==> src/rtl/data_mem_responder_pkg.sv <==
// Shared types and constants for the data-memory responder.
// Holds the FSM state encoding, default address width and a saturating-add helper.
package data_mem_responder_pkg;

  localparam int DMR_ADDR_W = 17;

  localparam logic [31:0] STALL_MAX = 32'hFFFF_FFFF;

  typedef enum logic [1:0] {
    ST_IDLE    = 2'd0,
    ST_WR_BUSY = 2'd1,
    ST_RD_WAIT = 2'd2,
    ST_RD_DONE = 2'd3
  } dmr_state_e;

  function automatic logic [31:0] sat_inc(
    input logic [31:0] v
  );
    return (v == STALL_MAX) ? v : v + 32'd1;
  endfunction

endpackage

==> src/rtl/data_mem_responder.sv <==
// MEM-stage responder: posted stores, blocking loads, stall accounting.
// Ports: clk/rst; pipeline memread/memwrite/addr/wdata/alu_ready in,
//   data_ready/load data out; ext_* backing-memory request/ack;
//   err_flag (sticky read+write clash), stall_cycles (saturating).
module data_mem_responder
  import data_mem_responder_pkg::*;
#(
  parameter int ADDR_W = DMR_ADDR_W
) (
  input  logic              clk,
  input  logic              rst,
  input  logic              memread_mem,
  input  logic              memwrite_mem,
  input  logic [31:0]       alu_result_mem,
  input  logic [31:0]       write_data_memory_mem,
  input  logic              alu_ready,
  output logic              data_ready_mem,
  output logic [31:0]       data_from_memory_mem,
  output logic              ext_req,
  output logic              ext_we,
  output logic [ADDR_W-1:0] ext_addr,
  output logic [31:0]       ext_wdata,
  input  logic              ext_ack,
  input  logic [31:0]       ext_rdata,
  output logic              err_flag,
  output logic [31:0]       stall_cycles
);

  dmr_state_e        state;
  logic [31:0]       rdata_q;
  logic [ADDR_W-1:0] word_addr;
  logic              is_ld;
  logic              is_st;
  logic              unused_addr_bits;

  // A read+write clash is handled as a load.
  assign is_ld = memread_mem;
  assign is_st = memwrite_mem & ~memread_mem;

  assign word_addr = alu_result_mem[ADDR_W+1:2];

  assign unused_addr_bits =
    ^{alu_result_mem[31:ADDR_W+2],
      alu_result_mem[1:0]};

  assign data_from_memory_mem = rdata_q;

  always_comb begin
    data_ready_mem = 1'b1;
    unique case (state)
      ST_IDLE: begin
        data_ready_mem = ~is_ld;
      end
      ST_WR_BUSY: begin
        // Loads wait for the posted store;
        // a new store slips in only on ack.
        if (is_ld) begin
          data_ready_mem = 1'b0;
        end else if (is_st) begin
          data_ready_mem = ext_ack;
        end
      end
      ST_RD_WAIT: begin
        data_ready_mem = 1'b0;
      end
      ST_RD_DONE: begin
        data_ready_mem = 1'b1;
      end
      default: begin
        data_ready_mem = 1'b1;
      end
    endcase
  end

  always_ff @(posedge clk or posedge rst) begin
    if (rst) begin
      state        <= ST_IDLE;
      ext_req      <= 1'b0;
      ext_we       <= 1'b0;
      ext_addr     <= '0;
      ext_wdata    <= '0;
      rdata_q      <= '0;
      err_flag     <= 1'b0;
      stall_cycles <= '0;
    end else begin
      if (memread_mem && memwrite_mem) begin
        err_flag <= 1'b1;
      end
      if (!data_ready_mem) begin
        stall_cycles <= sat_inc(stall_cycles);
      end
      unique case (state)
        ST_IDLE: begin
          if (is_ld) begin
            ext_req  <= 1'b1;
            ext_we   <= 1'b0;
            ext_addr <= word_addr;
            state    <= ST_RD_WAIT;
          end else if (is_st && alu_ready) begin
            ext_req   <= 1'b1;
            ext_we    <= 1'b1;
            ext_addr  <= word_addr;
            ext_wdata <= write_data_memory_mem;
            state     <= ST_WR_BUSY;
          end
        end
        ST_WR_BUSY: begin
          if (ext_ack) begin
            if (is_st && alu_ready) begin
              // Chain the next store with no idle gap.
              ext_addr  <= word_addr;
              ext_wdata <= write_data_memory_mem;
            end else begin
              ext_req <= 1'b0;
              ext_we  <= 1'b0;
              state   <= ST_IDLE;
            end
          end
        end
        ST_RD_WAIT: begin
          if (ext_ack) begin
            rdata_q <= ext_rdata;
            ext_req <= 1'b0;
            state   <= ST_RD_DONE;
          end
        end
        ST_RD_DONE: begin
          if (alu_ready) begin
            state <= ST_IDLE;
          end
        end
        default: begin
          state <= ST_IDLE;
        end
      endcase
    end
  end

endmodule
==> config.mk <==
export PLATFORM = sky130hd
export DESIGN_NAME = data_mem_responder
export DESIGN_NICKNAME = d
export VERILOG_FILES = /design/src/rtl/data_mem_responder_pkg.sv /design/src/rtl/data_mem_responder.sv
export SDC_FILE = /design/constraint.sdc
export NUM_CORES = 1
export LEC_CHECK = 0
export ABC_CLOCK_PERIOD_IN_PS = 5100
export CORE_MARGIN = 8
export CORE_UTILIZATION = 30
export DETAILED_ROUTE_END_ITERATION = 12
export HOLD_SLACK_MARGIN = 0.03
export PLACE_DENSITY_LB_ADDON = 0.05
export REMOVE_ABC_BUFFERS = 1
export SETUP_SLACK_MARGIN = 0.15
export SYNTH_ARGS = -nofsm -noshare
export SYNTH_HDL_FRONTEND = slang
export SYNTH_SLANG_ARGS = --single-unit
==> constraint.sdc <==
create_clock -name clk -period 5.1 [get_ports clk]
set_input_delay 0.765 -clock clk [delete_from_list [all_inputs] [get_ports clk]]
set_output_delay 0.765 -clock clk [all_outputs]
set_load 0.005 [all_outputs]
Word-level counts from Yosys, hierarchy flattened. Index checks and enable logic that the tools add are counted. W data, S select, Z words.

Register bits after elaboration: 118. Bits in latches: 0. Memory bits (writable): 0. ROM bits: 0. Word-level logic and storage cells: 61. Memories: 0.

Add/subtract/negate cells: 1. $mul: 0. Divide/modulo/power cells: 0. Magnitude comparators: 0. Equal/unequal tests: 10. Shifts and indexed selects: 0. Multiplexer cells: 26. Bitwise logic cells: 4. Reduce and logical (&&, ||, !) cells: 12.

Operators by type and width (count): $mux W32 (3); $pmux W32 S2 (1); $mux W17 (3); $pmux W17 S2 (1); $add A32 B1 Y32 const B (1); $eq A32 B32 Y1 const B (1); $mux W2 (6); $ne A2 B2 Y1 const B (5); $reduce_and A5 Y1 (2); $mux W1 (8); $pmux W2 S4 (1); $reduce_and A2 Y1 (3); $eq A2 B2 Y1 const B (2); $pmux W1 S4 (1); $reduce_and A4 Y1 (1); $ne A3 B3 Y1 const B (1); $not A1 Y1 (3); $pmux W1 S3 (1); $reduce_and A3 Y1 (1); $reduce_bool A3 Y1 (1); $eq A2 B1 Y1 const B (1); $logic_and A1 B1 Y1 (2); $logic_not A2 Y1 (1); $pmux W1 S2 (1); other kinds (2) (2).

Logic depth before layout (Yosys ltp). Gate-level depths: netlist of run 1.

Depth in word-level cells: 7. Depth in mapped cells: 8. Depth with buffers taken out: 7.

Worst setup path before layout of run 1. No wires, ideal clock.

Path type: input port to flip-flop. From: in memread_mem. To: reg ext_addr[0]. Library setup time: 0.125 ns. Arrival: 2.031 ns. Required time: 4.975 ns. Path slack: 2.945 ns. Cell stages on the path: 5. Path buffers: 2. Cell sequence: buf_4 > or2_2 > o22ai_4 > buf_6 > mux2_2.

Longest elaborated chain between the ends: 6. Elaborated cells on any way between the ends: 7. Classes of those cells: mux: 4; bitwise: 2; reduce/logical: 1.

RTL lines: from (decl) (line data_mem_responder.sv:12) `input logic memread_mem,`; $not A1 Y1 (line data_mem_responder.sv:38) `assign is_st = memwrite_mem & ~memread_mem;`; $and A1 B1 Y1 (line data_mem_responder.sv:38); $logic_and A1 B1 Y1 (line data_mem_responder.sv:99, data_mem_responder.sv:109); $mux W17; $mux W17 (on tied branches); $pmux W17 S2 (*) (line data_mem_responder.sv:92) `unique case (state)`; to (signal assigned) (line data_mem_responder.sv:97) `ext_addr <= word_addr;`; to (signal assigned) (line data_mem_responder.sv:102) `ext_addr <= word_addr;`; to (signal assigned) (line data_mem_responder.sv:111) `ext_addr <= word_addr;`; to (decl) (line data_mem_responder.sv:21) `output logic [ADDR_W-1:0] ext_addr,`.

Every way passes the cells marked *; elsewhere a longest branch is shown, timed or not. The select of a mux whose other input is x is not followed. A chain may end at the register's enable or synchronous reset.

Final worst setup path of run 1.
From: in memread_mem. To: out data_ready_mem.

Longest elaborated chain between the ends: 5.

RTL lines: $not A1 Y1 (line data_mem_responder.sv:38, data_mem_responder.sv:52); $and A1 B1 Y1 (line data_mem_responder.sv:38); $mux W1 (line data_mem_responder.sv:59) `end else if (is_st) begin`; $mux W1 (line data_mem_responder.sv:57) `if (is_ld) begin`; $pmux W1 S4 (*) (line data_mem_responder.sv:50) `unique case (state)`; to (decl) (line data_mem_responder.sv:17) `output logic data_ready_mem,`.

Every way passes the cells marked *; elsewhere a longest branch is shown, timed or not.

==> results.cfg, run 1 <==
[timing]
skew_ps = 6.26
setup_tns_ps = 0
fmax_mhz = 303
timing.slew.headroom_pct = 52.3
period_share_pct = 64.6
drv_slew = 0
period_needed_ps = 3300
hold_violations = 0
worst_slack_ps = 1800
setup-violations-final = 0
rsz0062_at_grt = false
worstMarginPinSlew_ps = 710

[min_path]
hold_path.startpoint = err_flag
hold_depth = 1
hp-class = reg -> reg
holdPathEnd = err_flag

[setup_path]
critPathKind = in -> out
arrival_ps = 2530
cp.required_ps = 4340
cp-end-kind = output port
critical_path_peak_fanout = 10
rrSetupSlack_ps = 2760
worstReg2RegEnd = stall_cycles[11]
critPathLaunchType = input port
worstRegToRegCells = 7
r2r_start = state[0]

[clocking]
root_buffer = clkbuf_16
cts_setup_buffers = 0
cts.clk_slew.worst_paths_ps = 50
cts.htree.levels = 4
cts_buffer_depth = 2
cts_buffers = 17
postCtsHoldBufs = 0
cts-resized-gates = 0
tritoncts = built
clock-sinks = 118
clk_latency_ps = 410

[die]
std_cell_rows = 47
core_um2 = 16400
initial_utilization_pct = 30.5
die-area_um2 = 21000
dieWidth_um = 145
io_pins = 219
die_y_um = 145

[logic_synthesis]
ys_seq_area_share_pct = 59.1
synth.distinct_cells = 42
synth_area_um2 = 5000
ys_seq_elements = 118
syn_avg_cell_area_um2 = 13.8
synthCells = 362
ys_warn_count = 0

[power]
p_leak_nw = 3.27
powerDensity_nw_per_um2 = 550
ir_drop_uv = 244

[layout]
stdcell_count = 810
drive_above_1_share_pct = 21.4
multi_input_area_um2 = 1950
seq_area_um2 = 2950
synthToLayoutAreaGrowth_pct = 57.9
n_antenna_cell = 0
nNetsFinal = 685
fillerInstances = 1448

[global_route]
grt_pass1_vias = 3934
antenna_found_initial = 0
grt_max_degree = 45
grt_pass1_wl_um = 21800
grt_usage_pct = 13.1
grt-ovfl-total = 0

[placed_design]
dp_cells = 779
dp_slack_ps = 1770
dp_hpwl_um = 9870
io_buffers = 203
gp_congestion = 0.738

[detailed_routing]
drt_wl_total_um = 13400
wl_per_cell_um = 16.5
drc = 0
dr.first_iter.drc_count = 95
vias = 3646
firstDrtPassIters = 4
drt-vias-per-instance = 4.50
drtAntennaViolNets = 0

[job]
maxCapViolations = 0

[status]
status = finished clean
==> report_power, final <==
group	total [W]	leakage [nW]	switching, W	internal, W
combinational	0.00159	1.51	0.000531	0.00106
clock	0.00124	0.301	0.000410	0.000828
sequential	0.00151	1.45	0.000201	0.00131
==> placed cells by master (no fill, tap or decap), types with 3 or more instances in the layout <==
cell type and n:
xor2_1 6, clkbuf_8 5, mux2_1 3, bufinv_16 3, nand3_1 13, clkinv_2 3, nor3_1 3, xnor2_1 22
dfrtp_1 118, nand2b_1 3, a21oi_1 3, mux2_2 81, buf_4 4, clkdlybuf4s50_1 203, inv_1 7, and4_1 4
ha_1 5, nand2_1 19, nand4_1 12, nor2_1 14, clkbuf_16 17, mux2i_1 6, and3_1 5
==> worst max-delay path, stage by stage <==
cell,delay [ps]
clkdlybuf4s50_1,590
o311ai_4,580
clkdlybuf4s50_1,600
==> flip-flops by register name (all words and copies together), names as in the netlist <==
| signal | count |
|---|---|
| state | 2 |
| stall_cycles | 32 |
| ext_we | 1 |
| ext_wdata | 32 |
| ext_addr | 17 |
| data_from_memory_mem | 32 |
| ext_req | 1 |
| err_flag | 1 |
==> final cells by class <==
class / instances / area share, %
inverters: 8 / 0.413
multi-input cells: 226 / 24.7
clock inverters: 8 / 1.52
repair buffers: 207 / 26.1
flip-flops and latches: 118 / 37.4
well taps: 220 / 3.49
clock buffers: 23 / 6.31
==> metal layers <==
layer | GRT usage, % | up-vias | wire length, um
met1 | 14.6 | 1777 | 5360
met4 | 5.15 | 0 | 153
met5 | 0 | - | 0
li1 | - | 1713 | -
met3 | 8.02 | 12 | 1560
met2 | 20.0 | 144 | 6290
==> Yosys cell counts <==
| cell type | instances | area, um2 |
|---|---|---|
| nand3_1 | 13 | 65.1 |
| nor2_1 | 14 | 52.6 |
| nand4_1 | 12 | 75.1 |
| xor2_1 | 6 | 52.6 |
| buf_4 | 6 | 45.0 |
| buf_1 | 3 | 11.3 |
| mux2i_1 | 6 | 60.1 |
| a2111oi_4 | 1 | 27.5 |
| nand3b_1 | 1 | 7.51 |
| dfrtp_1 | 118 | 2950 |
| xnor2_1 | 22 | 193 |
| ha_1 | 5 | 62.6 |
| or2_2 | 1 | 6.26 |
| and3b_1 | 1 | 8.76 |
| nand2_1 | 19 | 71.3 |
| nor3b_1 | 2 | 15.0 |
| o21ai_0 | 2 | 10.0 |
| nor2_2 | 1 | 6.26 |
| nor2b_1 | 1 | 6.26 |
| a21o_1 | 1 | 7.51 |
| a21oi_1 | 3 | 15.0 |
| o22ai_1 | 2 | 12.5 |
| or2_4 | 1 | 8.76 |
| a21oi_2 | 1 | 8.76 |
| nand4b_1 | 1 | 8.76 |
| nand3_2 | 1 | 10.0 |
| nor4_1 | 1 | 6.26 |
| inv_1 | 8 | 30.0 |
| o311ai_4 | 1 | 26.3 |
| mux2_2 | 81 | 912 |
| and2_1 | 2 | 12.5 |
| nor3_1 | 3 | 15.0 |
| nor4b_2 | 1 | 15.0 |
| a31oi_1 | 2 | 12.5 |
| or3_1 | 1 | 6.26 |
| buf_6 | 1 | 11.3 |
| nand2b_1 | 3 | 18.8 |
| and4_1 | 4 | 35.0 |
| o22ai_4 | 1 | 20.0 |
| and3_1 | 5 | 31.3 |
| mux2_1 | 3 | 33.8 |
| nor3_2 | 1 | 10.0 |
==> per-stage QoR <==
stage          instance area, um2  power (W)  utilization [%]  hold slack, ps
5_1_grt                      7890    0.00462             48.1             478
2_1_floorplan                4930    0.00216                -             451
4_1_cts                      7890    0.00443             48.1             459
3_3_place_gp                 7270    0.00312             44.3             442
3_5_place_dp                 7270    0.00316             44.3             447
6_report                     7890    0.00434             48.1             453
==> cells by family after synthesis <==
kind of cell,share of synthesized area [%]
muxes,20.1
xor gates and xnor gates,4.91
AOI/OAI and AO/OA,2.81
and+or+nand+nor,9.84
buffers and inverters,1.95
DFF,59.1
adders and majority gates,1.25
==> worst max-delay path by stage <==
| stage | from | end | slack (ps) | depth (start not counted) |
|---|---|---|---|---|
| after floorplan | rst | data_from_memory_mem[0] | 1210 | 1 |
| after global placement | memread_mem | data_ready_mem | 1770 | 3 |
| after detailed placement | memread_mem | data_ready_mem | 1770 | 3 |
| after CTS | memread_mem | data_ready_mem | 1770 | 3 |
| after global routing | memread_mem | data_ready_mem | 1730 | 3 |
| final | memread_mem | data_ready_mem | 1800 | 3 |
No activity file was read; power rests on OpenSTA's default activity.
==> run 2, diff against run 1 <==
Settings changed: ABC_CLOCK_PERIOD_IN_PS 5100 to 3400.
Clock period 5.1 ns to 3.4 ns, I/O delays scaled along.
==> run 2 against run 1 <==
First-iteration DRC count increased by 12%. Clock skew decreased by 0.93 ps. Worst hold slack got worse by 100 ps. Critical path depth increased by 2. Total power increased by 47%. Clock-buffer cell count decreased by 4. Sequential cell count unchanged.
==> results.cfg, run 2 (synthesized netlist as in run 1, its figures left out) <==
[placed_design]
dpl-instance-area_um2 = 7280
io_buffers = 203
gp_congestion = 0.727
dp_slack_ps = 557
dp_hpwl_um = 9790
dp_cells = 779

[setup_path]
cp.required_ps = 2890
cp_cell_sequence = inv_1 -> ha_1 -> inv_1 -> o311ai_4 -> clkdlybuf4s50_1
critPathKind = reg -> out
rrSetupSlack_ps = 1040
cp_slowest_cell = clkdlybuf4s50_1
path_delay_family = buffers and inverters
arrival_ps = 2360
cp_common_cell = inv_1
critical_path_peak_fanout = 7
max_stage_delay_ps = 600
cp-end-kind = output port
critPathLaunchType = register
critPathBufInv = 3

[timing]
period_share_pct = 84.4
worst_slack_ps = 530
drv_slew = 0
fmax_mhz = 348
setup_tns_ps = 0
period_needed_ps = 2870
rsz0062_at_grt = false
setup-violations-final = 0
hold_violations = 0
worstMarginPinSlew_ps = 715
skew_ps = 5.33
timing.slew.headroom_pct = 51.9

[die]
dieWidth_um = 145
io_pins = 219
die_y_um = 145
core_um2 = 16400
std_cell_rows = 47
initial_utilization_pct = 30.5
die-area_um2 = 21000

[power]
powerDensity_nw_per_um2 = 813
clkPwrFrac_pct = 27.1
p_sw_w = 0.00174
power_frac_seq_pct = 35.6
p_int_w = 0.00465
pwr-share-comb_pct = 37.3
ir_drop_uv = 396
switching_share_pct = 27.3
p_leak_nw = 3.24

[global_route]
grt_max_degree = 75
grt_pass1_vias = 3950
grt-ovfl-total = 0
grt_usage_pct = 13.1
grt_pass1_wl_um = 21900
antenna_found_initial = 0

[layout]
stdcell_count = 811
nNetsFinal = 685
mostFrequentLayoutCells = 203 x clkdlybuf4s50_1, 118 x dfrtp_1, 81 x mux2_2
final_cell_area_um2 = 7860
fillerInstances = 1455
synthToLayoutAreaGrowth_pct = 57.3
drive_above_1_share_pct = 21.5
post-route-util_pct = 47.9
n_antenna_cell = 0
layout_commonest_cell = clkdlybuf4s50_1

[clocking]
clock-sinks = 118
root_buffer = clkbuf_16
cts-resized-gates = 0
cts_buffers = 17
postCtsHoldBufs = 0
cts_buffer_depth = 2
clk_latency_ps = 410
cts.htree.levels = 4
cts_setup_buffers = 0
tritoncts = built
cts.clk_slew.worst_paths_ps = 50

[detailed_routing]
wl_per_cell_um = 16.5
vias = 3600
drtAntennaViolNets = 0
drc = 0
drt-vias-per-instance = 4.44
dr.first_iter.drc_count = 106
firstDrtPassIters = 4
drt_wl_total_um = 13400

[job]
maxCapViolations = 0

[status]
status = finished clean

[min_path]
hp-class = in -> async
-- run 2: cell count changes in the layout (fill, tap and decap cells not counted), sizes merged --
cell,before,now
clkinv,3,7
clkbuf,23,19
clkinvlp,2,4
bufinv,3,2
-- run 2: per-stage QoR --
step                      power (W)  hold WS (ps)
after floorplan             0.00324           451
after global placement      0.00468           442
after detailed placement    0.00473           451
after CTS                   0.00653           328
after global routing        0.00681           347
final                       0.00639           348
-- run 2: area by class of cell --
type                    count  area, um2  area share, %
clock buffers              19        443           5.64
clock inverters            13        133           1.69
inverters                   8       32.5          0.414
multi-input cells         226       1950           24.8
flip-flops and latches    118       2950           37.6
well taps                 220        275           3.50
repair buffers            207       2070           26.4
-- run 2: worst paths after layout --
kind	from	to	depth (start not counted)
min in group clk	err_flag	err_flag	1
worst max-delay path	state[1]	data_ready_mem	5
worst min-delay path	rst	ext_wdata[1]	2
worst max register to register	state[0]	stall_cycles[11]	7
max in group asynchronous	rst	ext_addr[15]	3
worst min register to register	err_flag	err_flag	1
-- run 2: power by group through the flow --
stage                     clock network, W  registers (W)  logic [W]
after CTS                          0.00180        0.00228    0.00244
after floorplan                          0        0.00232   0.000915
after global routing               0.00186        0.00236    0.00258
after global placement                   0        0.00226    0.00242
final                              0.00173        0.00228    0.00238
after detailed placement                 0        0.00230    0.00243
-- run 2: per-layer routing --
layer / track usage [%] / up-vias / share of wire [%]
li1: - / 1709 / -
met1: 15.0 / 1745 / 41
met2: 19.8 / 134 / 47
met3: 7.21 / 12 / 11
met4: 5.31 / 0 / 1.4
met5: 0 / - / 0
==> run 3, diff against run 2 <==
Settings changed: ABC_CLOCK_PERIOD_IN_PS 3400 to 2960.
Clock period 3.4 ns to 2.96 ns, I/O delays scaled along.
==> run 3 against run 2 <==
Final cell count is 0.37% higher. Clock-buffer cell count rose by 3. Wire length down 0.64%. Clock skew about the same. Sequential power is 14% higher. Cell area is 0.84% higher. Worst setup slack worse by 150 ps. Critical path depth unchanged. Core utilization up 0.40 points. Total power up 17%. Critical endpoint unchanged.
==> results.cfg, run 3 (synthesized netlist as in run 1, its figures left out) <==
[die]
die_y_um = 145
std_cell_rows = 47
initial_utilization_pct = 30.5
die-area_um2 = 21000
dieWidth_um = 145
io_pins = 219
core_um2 = 16400

[detailed_routing]
drc = 0
drt-vias-per-instance = 4.40
drt_wl_total_um = 13300
wl_per_cell_um = 16.3
dr_wl_met2_um = 6160
vias = 3582
dr.first_iter.drc_count = 125
drtAntennaViolNets = 0
firstDrtPassIters = 4
met1_length_um = 5750
routed-wl-met3_um = 1170
highest_layer = met4

[status]
status = finished clean

[clocking]
cts_setup_buffers = 1
tritoncts = built
root_buffer = clkbuf_16
clock-sinks = 118
postCtsHoldBufs = 0
clk_latency_ps = 410
cts-resized-gates = 0
cts.htree.levels = 4
cts_buffer_depth = 2
cts_buffers = 17
cts.clk_slew.worst_paths_ps = 50

[power]
p_int_w = 0.00548
ir_drop_uv = 427
p_leak_nw = 3.28
power_frac_seq_pct = 35.0
powerDensity_nw_per_um2 = 941
pwr-share-comb_pct = 37.1
switching_share_pct = 26.4
p_sw_w = 0.00197
clkPwrFrac_pct = 27.9

[timing]
setup_tns_ps = 0
worstMarginPinSlew_ps = 606
skew_ps = 4.86
drv_slew = 0
hold_slack_ps = 464
setup-violations-final = 0
hold_violations = 0
worst_slack_ps = 375
period_needed_ps = 2580
fmax_mhz = 387
period_share_pct = 87.3
timing.slew.headroom_pct = 59.4
rsz0062_at_grt = false

[setup_path]
cp-end-kind = output port
cp.required_ps = 2520
critPathLaunchType = register
arrival_ps = 2140
critical_path_peak_fanout = 5
critPathKind = reg -> out

[layout]
n_antenna_cell = 0
drive_above_1_share_pct = 21.7
synthToLayoutAreaGrowth_pct = 58.6
mostFrequentLayoutCells = 203 x clkdlybuf4s50_1, 118 x dfrtp_1, 81 x mux2_2
multi_input_area_um2 = 1950
layout_commonest_cell = clkdlybuf4s50_1
seq_area_um2 = 2950
post-route-util_pct = 48.3
nNetsFinal = 689
fillerInstances = 1460

[min_path]
hp-class = reg -> reg

[global_route]
grt_pass1_vias = 3894
grt_pass1_wl_um = 21600
grt-ovfl-total = 0
grt_usage_pct = 12.9
grt_max_degree = 47
antenna_found_initial = 0

[placed_design]
io_buffers = 203
gp_congestion = 0.750
dp_slack_ps = 316
dp_hpwl_um = 9890

[job]
maxCapViolations = 0
-- run 3: cell count changes in the layout (fill, tap and decap cells not counted), sizes merged --
| cell | delta |
|---|---|
| bufinv | +1 |
| clkbuf | +3 |
| buf | +4 |
| clkinvlp | -2 |
| clkinv | -3 |
-- run 3: final timing paths --
| check | slack [ps] | to | from | depth (start not counted) |
|---|---|---|---|---|
| min in group asynchronous | 470 | ext_wdata[21] | rst | 2 |
| min | 460 | err_flag | err_flag | 1 |
| max in group asynchronous | 1800 | stall_cycles[13] | rst | 3 |
| max | 380 | data_ready_mem | state[1] | 5 |
| max reg2reg | 550 | stall_cycles[28] | state[0] | 8 |
| min reg2reg | 460 | err_flag | err_flag | 1 |
-- run 3: layout make-up --
cell class,instances,share of cell area [%]
Timing Repair Buffer,211,26.7
Multi-Input combinational cell,226,24.6
Clock buffer,22,5.99
Sequential cell,118,37.3
Inverter,8,0.411
Clock inverter,9,1.58
Tap cell,220,3.47
-- run 3: critical path, stage by stage (launching register included) --
cell,delay [ps]
dfrtp_1,400
inv_1,100
ha_1,250
inv_1,120
o311ai_4,300
clkdlybuf4s50_1,570
-- run 3: through the flow --
stage | cells | area, um2 | power (W)
floorplan | 352 | 4930 | 0.00372
global placement | 782 | 7320 | 0.00539
detailed placement | 782 | 7320 | 0.00544
CTS | 814 | 7920 | 0.00760
global route | 814 | 7920 | 0.00792
finish | 814 | 7920 | 0.00745
-- run 3: per-layer routing --
layer | track usage [%] | vias to the layer above
met4 | 5.47 | 0
met2 | 19.3 | 131
met1 | 15.6 | 1723
li1 | - | 1716
met5 | 0 | -
met3 | 6.25 | 12
-- run 3: power groups by stage --
| stage | sequential [W] | clock [W] | combinational, W |
|---|---|---|---|
| 2_1_floorplan | 0.00267 | 0 | 0.00105 |
| 3_3_place_gp | 0.00260 | 0 | 0.00279 |
| 3_5_place_dp | 0.00263 | 0 | 0.00281 |
| 4_1_cts | 0.00261 | 0.00215 | 0.00284 |
| 5_1_grt | 0.00269 | 0.00223 | 0.00300 |
| 6_report | 0.00261 | 0.00208 | 0.00276 |
